$ cat config.mk
export PLATFORM = sky130hd
export DESIGN_NAME = multicycle_seq
export DESIGN_NICKNAME = d
export VERILOG_FILES = /design/src/rtl/multicycle_seq.sv
export SDC_FILE = /design/constraint.sdc
export NUM_CORES = 1
export LEC_CHECK = 0
export BUFFER_PORTS_ARGS = -buffer_cell sky130_fd_sc_hd__buf_4
export CORE_MARGIN = 2
export CORE_UTILIZATION = 45
export DETAILED_ROUTE_END_ITERATION = 10
export PLACE_DENSITY = 0.85
export SETUP_SLACK_MARGIN = 0.3
export SYNTH_ARGS = -nofsm -noshare
export SYNTH_HDL_FRONTEND = slang
export SYNTH_SLANG_ARGS = --single-unit
$ cat constraint.sdc
create_clock -name clk -period 1.27 [get_ports clk]
set_input_delay 0 -clock clk [delete_from_list [all_inputs] [get_ports clk]]
set_output_delay 0 -clock clk [all_outputs]
set_load 0.05 [all_outputs]
$ cat src/rtl/multicycle_seq.sv
// multicycle_seq: FETCH/DECODE/EXEC/MEM/WB sequencer for the 4-bit-opcode CPU.
// Define MULTICYCLE_SEQ_PERF_EN to add the retired/stallCycles performance counters.
module multicycle_seq #(
    parameter logic [3:0]  HALT_OP     = 4'b0000,
    parameter int unsigned MEM_TIMEOUT = 15,
    parameter int unsigned TO_W        = 8
) (
    input  logic        clk,
    input  logic        rst_n,
    input  logic        run,
    input  logic [3:0]  opcode,
    input  logic        memRead,
    input  logic        memWrite,
    input  logic        regWrt,
    input  logic        branchZero,
    input  logic        branchNeg,
    input  logic        jump,
    input  logic        jumpMem,
    input  logic        zeroFlag,
    input  logic        negFlag,
    input  logic        imemReady,
    input  logic        dmemReady,
    output logic        imemReq,
    output logic        irWrite,
    output logic        dmemRead,
    output logic        dmemWrite,
    output logic        regWrtEn,
    output logic        pcWrite,
    output logic [1:0]  pcSrc,
    output logic [2:0]  state,
`ifdef MULTICYCLE_SEQ_PERF_EN
    output logic [31:0] retired,
    output logic [31:0] stallCycles,
`endif
    output logic        halted,
    output logic        fault
);

    typedef enum logic [2:0] {
        S_IDLE   = 3'd0,
        S_FETCH  = 3'd1,
        S_DECODE = 3'd2,
        S_EXEC   = 3'd3,
        S_MEM    = 3'd4,
        S_WB     = 3'd5,
        S_HALT   = 3'd6,
        S_FAULT  = 3'd7
    } state_t;

    typedef struct packed {
        logic mem_read;
        logic mem_write;
        logic reg_wrt;
        logic branch_zero;
        logic branch_neg;
        logic jump;
        logic jump_mem;
    } ctl_t;

    localparam logic [TO_W-1:0] TO_LAST = TO_W'(MEM_TIMEOUT - 1);

    state_t          state_q, state_d;
    ctl_t            ctl_q, ctl_d;
    logic            taken_q, taken_d;
    logic [TO_W-1:0] cnt_q, cnt_d;
    logic [TO_W-1:0] cnt_inc;
    logic            wait_expired;

    // Saturating wait counter; the cycle that would reach MEM_TIMEOUT faults instead.
    assign cnt_inc      = (&cnt_q) ? cnt_q : cnt_q + TO_W'(1);
    assign wait_expired = (cnt_q >= TO_LAST);
    assign state        = state_q;

    always_ff @(posedge clk or negedge rst_n) begin
        if (!rst_n) begin
            state_q <= S_IDLE;
            ctl_q   <= '0;
            taken_q <= 1'b0;
            cnt_q   <= '0;
        end else begin
            state_q <= state_d;
            ctl_q   <= ctl_d;
            taken_q <= taken_d;
            cnt_q   <= cnt_d;
        end
    end

    always_comb begin
        state_d   = state_q;
        ctl_d     = ctl_q;
        taken_d   = taken_q;
        cnt_d     = '0;
        imemReq   = 1'b0;
        irWrite   = 1'b0;
        dmemRead  = 1'b0;
        dmemWrite = 1'b0;
        regWrtEn  = 1'b0;
        pcWrite   = 1'b0;
        pcSrc     = 2'd0;
        halted    = 1'b0;
        fault     = 1'b0;

        case (state_q)
            S_IDLE: begin
                if (run) state_d = S_FETCH;
            end
            S_FETCH: begin
                imemReq = 1'b1;
                irWrite = imemReady;
                if (imemReady) begin
                    state_d = S_DECODE;
                end else begin
                    cnt_d = cnt_inc;
                    if (wait_expired) state_d = S_FAULT;
                end
            end
            S_DECODE: begin
                ctl_d = '{mem_read: memRead, mem_write: memWrite, reg_wrt: regWrt,
                          branch_zero: branchZero, branch_neg: branchNeg,
                          jump: jump, jump_mem: jumpMem};
                if (opcode == HALT_OP)          state_d = S_HALT;
                else if (memRead && memWrite)   state_d = S_FAULT;
                else                            state_d = S_EXEC;
            end
            S_EXEC: begin
                taken_d = ctl_q.jump | (ctl_q.branch_zero & zeroFlag) | (ctl_q.branch_neg & negFlag);
                if (ctl_q.mem_read || ctl_q.mem_write || ctl_q.jump_mem) state_d = S_MEM;
                else                                                     state_d = S_WB;
            end
            S_MEM: begin
                dmemRead  = ctl_q.mem_read | ctl_q.jump_mem;
                dmemWrite = ctl_q.mem_write;
                if (dmemReady) begin
                    state_d = S_WB;
                end else begin
                    cnt_d = cnt_inc;
                    if (wait_expired) state_d = S_FAULT;
                end
            end
            S_WB: begin
                regWrtEn = ctl_q.reg_wrt;
                pcWrite  = 1'b1;
                if (ctl_q.jump_mem) pcSrc = 2'd2;
                else if (taken_q)   pcSrc = 2'd1;
                state_d = S_FETCH;
            end
            S_HALT:  halted = 1'b1;
            S_FAULT: fault  = 1'b1;
            default: state_d = S_IDLE;
        endcase
    end

`ifdef MULTICYCLE_SEQ_PERF_EN
    // Retired instructions and cycles lost waiting on either memory.
    always_ff @(posedge clk or negedge rst_n) begin
        if (!rst_n) begin
            retired     <= '0;
            stallCycles <= '0;
        end else begin
            if (state_q == S_WB) retired <= retired + 32'd1;
            if ((state_q == S_FETCH && !imemReady) || (state_q == S_MEM && !dmemReady))
                stallCycles <= stallCycles + 32'd1;
        end
    end
`endif

endmodule

# Word-level counts from Yosys, hierarchy flattened
# Cells that the tools add are included.
totals:
  word_cells: 56
  input_bits: 18
  output_inout_bits: 13
  ff_bits: 19
op_classes:
  eq_ne: 8
  muxes: 23
  add_sub_neg: 1
  n_bitwise: 5
  reduce_logical: 8
  magnitude_cmp: 1
ops:
  columns: ["operator", "count"]
  rows:
  - ["2-to-1 mux 8 bit", 3]
  - ["2-to-1 mux 3 bit", 6]
  - ["one-hot mux 3 bit (6 select lines)", 1]
  - ["one-hot mux 8 bit (2 select lines)", 1]
  - ["equality test 3 bit, second input constant", 4]
  - ["2-to-1 mux 1 bit", 10]
  - ["adder 8 x 1 -> 8 bit, second input constant", 1]
  - [">= comparator 8 x 4 -> 1 bit, second input constant", 1]
  - ["AND reduction 8 bit", 1]
  - ["equality test 3 x 2 -> 1 bit, second input constant", 2]
  - ["nonzero test 6 bit", 1]
  - ["logical NOT 4 bit", 1]
  - ["2-to-1 mux 2 bit", 2]
  - ["equality test 3 x 1 -> 1 bit, second input constant", 1]
  - ["logical NOT 3 bit", 1]
  - ["OR 1 bit", 3]
  - ["AND 1 bit", 2]
  - ["logical OR 1 bit", 2]
  - ["inequality test 2 bit, second input constant", 1]
  - ["AND reduction 2 bit", 1]
  - ["logical AND 1 bit", 1]

# Depth between registers and ports, before layout
logic_depth:
  word_depth: 4
  depth_mapped: 6
  depth_no_buf: 6

# Worst setup path before layout
# Ideal clock, no wire load.
synth_path:
  path_type: "register to output"
  startpoint: "register state_q[2] (netlist: state[2])"
  endpoint: "output pcSrc[0]"
  n_path_buf: 1
  path_slack_ps: -1325
  arrival_time_ps: 2595
  stages_incl_launch_ff: 4
  t_required_ps: 1270
  cell_sequence: "dfrtp_1 -> buf_4 -> nand2_1 -> nor4b_1"
synth_between:
  elab_chain_len: 2
synth_lines:
  columns: ["item", "line", "text"]
  rows:
  - ["start, declared", "62", "state_t state_q, state_d;"]
  - ["start signal, assigned", "81", "state_q <= state_d;"]
  - ["equality test 3 bit", "103", "case (state_q)"]
  - ["2-to-1 mux 2 bit", "103", null]
  - ["end, declared", "29", "output logic [1:0] pcSrc,"]
# Every way passes these cells.

# Worst setup path after layout
layout_path:
  startpoint: "register cnt_q[0]"
  endpoint: "register state_q[1] (netlist: state[1])"
layout_between:
  elab_chain_len: 4
  elab_cells_between_ends: 5
  classes_between: "1 x order compare; 4 x mux"
layout_lines:
  columns: ["item", "line", "text"]
  rows:
  - ["start, declared", "65", "logic [TO_W-1:0] cnt_q, cnt_d;"]
  - ["start signal, assigned", "84", "cnt_q <= cnt_d;"]
  - [">= comparator 8 x 4 -> 1 bit *", "71", "assign wait_expired = (cnt_q >= TO_LAST);"]
  - ["2-to-1 mux 3 bit *", null, null]
  - ["2-to-1 mux 3 bit, on equally long branches", null, null]
  - ["one-hot mux 3 bit (6 select lines) *", null, null]
# Mark *: on every way between the ends. The rest lies on a longest branch, timed or not.
# A chain may end at the register's enable or synchronous reset.

==> metrics.txt <==
DRC errors left 0; I/O pin count 31; crit path launch type flop; clk slew on worst S/H paths about 0.14 ns; antenna violations before repair 0; Rel. slew slack 66.37%; total number of yosys warnings 0; sum of buffers and inverters on the critical path 2; fmax between 500 and 600 MHz; critical path class flop to flop; Core ar. 2255 sq um; async set-reset flop share out of synthesis 100.0%; Setup Skew 0.02070 ns; via/cell ratio 6.397; TritonCTS Buffers 3; worst-case reg-to-reg path depth 7; Initial DRC Count 52; Crit-path slowest cell dfrtp_1; r2r setup slk -0.46 ns; Layout area overhead 99.54%; Data arrival, critical path 1.92 ns; Synth top area share a little over two fifths; main flop type after synthesis dfrtp_1; max-slew violations 0; Crit path required time approximately 1.5 ns; die height 53.24 um; switching share of power 45.29%; fin crit period roughly 1.7 ns; r2r startpoint cnt_q[0]$_DFF_PN0_; largest net degree at the start of global routing 20; Root Buffer clkbuf_4; # setup viols final 28; Setup WS pre-CTS -0.2036 ns; number of synthesized register bits 19; Clock Sinks 19; failing checks negative setup slack; Worst Hold Path EP taken_q$_DFFE_PN0P_; initial core utilization 48.39%; post-synthesis sequential area ratio between 40% and 50%; post-route ant nets 0; sequential power share between 20% and 30%; leakage power 1.002 nW; commonest non-fill, non-tap cells in the layout buf_4 (31), buf_6 (26), dfrtp_1 (15); leading cell type in the layout, fill and taps excluded buf_4; CP Capture Type flop; Hold Fails Final Rpt 0; CP max FO 4; Internal 2.542 mW; max_cap viols 0; min-delay src zeroFlag; H-tree depth 1; top area cells in the synthesized netlist dfrtp_1 (44%), mux2_2 (7.2%), nor2_1 (4.5%), and2_1 (2.9%), nor2b_4 (2.5%); Gate power share 69.4%; FP Rows 17; fin crit share 135.9%; Die X 53.24 um; worst reg2reg endpoint state[1]$_DFFE_PN0P_; Slowest Stage Delay on Critical Path 0.43 ns; Mapped Nets 124; Netlist Area Pre-Place 1091 sq um; maximum vdd ir drop 1.781 mV; slack of the critical path -0.4558 ns; Crit path max-delay family compound AO/OA/AOI/OAI gates; final wirelength 5.833 mm; measured slew at the worst slew-check pin 0.5003 ns; HP Class primary input to flop; nets around 200; Vias 1337; global-route wire length before repair 6.548 mm; vias in the first global route approximately 1300; clk_lat worst skew 0.32 ns; Clock power frac ~7.3%; CP Cell Sequence inv_1 -> ha_2 -> o211ai_1 -> nand2_2 -> buf_4 -> o21ai_1 -> nand2_1; DP HPWL roughly 2.2 mm; syn avg cell area 10.49 sq um; full die area roughly 2800 sq um; CTS Buffer Depth 2; Non-Filler Instances 209; grt ovf 0; global-route usage over all layers roughly a third; Syn Inst Count approximately 100; Post-synth EDFFs 0; switching pwr 2.105 mW; hold path cells 3; ANT cells 0; Synth area leader dfrtp_1; gp weighted congestion 0.8539; Fill cells 44; unrepaired setup endpoints after global routing yes; placed insts 180; CTS tree yes; layout cells sized above 1 between 70% and 80%; status finished with violations; port buffer count 30; PD cells 2134 nW/um^2; Routed WL per cell around 28 um; Distinct cells, synth 39; Pre-Repair DR Iteration Count 4
[power groups by stage]
stage	registers [mW]	logic [mW]	clock network, mW
2_1_floorplan	1.11	1.27	0
3_5_place_dp	1.05	1.96	0
4_1_cts	1.01	2.63	0.334
5_1_grt	1.09	3.30	0.357
6_report	1.09	3.22	0.338
3_3_place_gp	1.03	1.89	0
[how the worst max path moves through the flow]
stage	start	endpoint	cells after the start	slack, ns
after floorplan	state[2]$_DFFE_PN0P_	ctl_q[0]$_DFFE_PN0P_	3	-0.22
after global placement	cnt_q[1]$_DFF_PN0_	state[2]$_DFFE_PN0P_	4	-0.09
after detailed placement	cnt_q[1]$_DFF_PN0_	state[0]$_DFFE_PN0P_	5	-0.20
after CTS	state[2]$_DFFE_PN0P_	pcSrc[0]	4	-0.16
after global routing	cnt_q[0]$_DFF_PN0_	state[1]$_DFFE_PN0P_	7	-0.52
final	cnt_q[0]$_DFF_PN0_	state[1]$_DFFE_PN0P_	7	-0.46
[cell families after synthesis]
| logic type | Yosys count | synth area share (%) |
|---|---|---|
| compound gates | 20 | 14.79 |
| buf+inv | 4 | 2.522 |
| fa+ha+maj | 2 | 2.293 |
| xor+xnor | 4 | 3.212 |
| mux | 7 | 7.225 |
| flops | 19 | 43.58 |
| simple gates | 48 | 26.38 |
[registers in the layout (all words and copies together), names as in the netlist]
register,count
taken_q,1
state,3
ctl_q,7
cnt_q,8
[synthesized netlist by cell type (all sizes together), types with 2 or more instances]
cell,count
nor2,13
nor2b,3
o211ai,2
dfrtp,19
and3,4
nor4,2
buf,3
nand3,2
a211oi,3
nand2,6
mux2,7
o21ai,4
and2,5
ha,2
a22oi,2
xor2,3
nor3b,3
nand2b,2
nor3,4
a31oi,2
[cell type report]
type / count / area [sq um] / share of cell area [%]
flip-flops and latches: 19 / 480.5 / 22.07
repair buffers: 76 / 765.7 / 35.17
clock inverters: 1 / 5.005 / 0.2299
multi-input cells: 81 / 864.6 / 39.71
well taps: 28 / 35.03 / 1.609
clock buffers: 3 / 22.52 / 1.034
inverters: 1 / 3.754 / 0.1724
[worst min-delay path: stages]
cell and delay [ns]:
buf_4 0.08, a221oi_1 0.11, o21ai_2 0.14
[what timing repair did]
action,in CTS,in global routing
resized for setup,64,24
setup buffers,11,5
endpoints found under the setup margin,32,32
pin swaps,22,10
hold buffers,9,0
hold endpoints to repair,27,0
[metrics by stage]
| stage | hold WS, ns | utilization, % | cell area, sq um | power, mW | TNS, ns |
|---|---|---|---|---|---|
| 2_1_floorplan | -0.2956 | - | 1196 | 2.380 | -2.964 |
| 3_3_place_gp | -0.1161 | 70.26 | 1584 | 2.920 | -0.4521 |
| 3_5_place_dp | -0.1131 | 70.26 | 1584 | 3.014 | -1.242 |
| 4_1_cts | 0.0004049 | 90.51 | 2041 | 3.980 | -2.572 |
| 5_1_grt | 0.05494 | 96.56 | 2177 | 4.744 | -6.843 |
| 6_report | 0.03533 | 96.56 | 2177 | 4.647 | -6.066 |
[per-layer routing]
| layer | wire, um | share of wire, % | vias up | GRT usage [%] |
|---|---|---|---|---|
| met5 | 0 | 0 | - | 0 |
| li1 | - | - | 536 | - |
| met1 | 2014 | 35 | 646 | 42.83 |
| met3 | 489 | 8.4 | 42 | 3.390 |
| met4 | 377 | 6.5 | 0 | 19.66 |
| met2 | 2952 | 51 | 113 | 56.38 |
No activity file was read; power rests on OpenSTA's default activity.
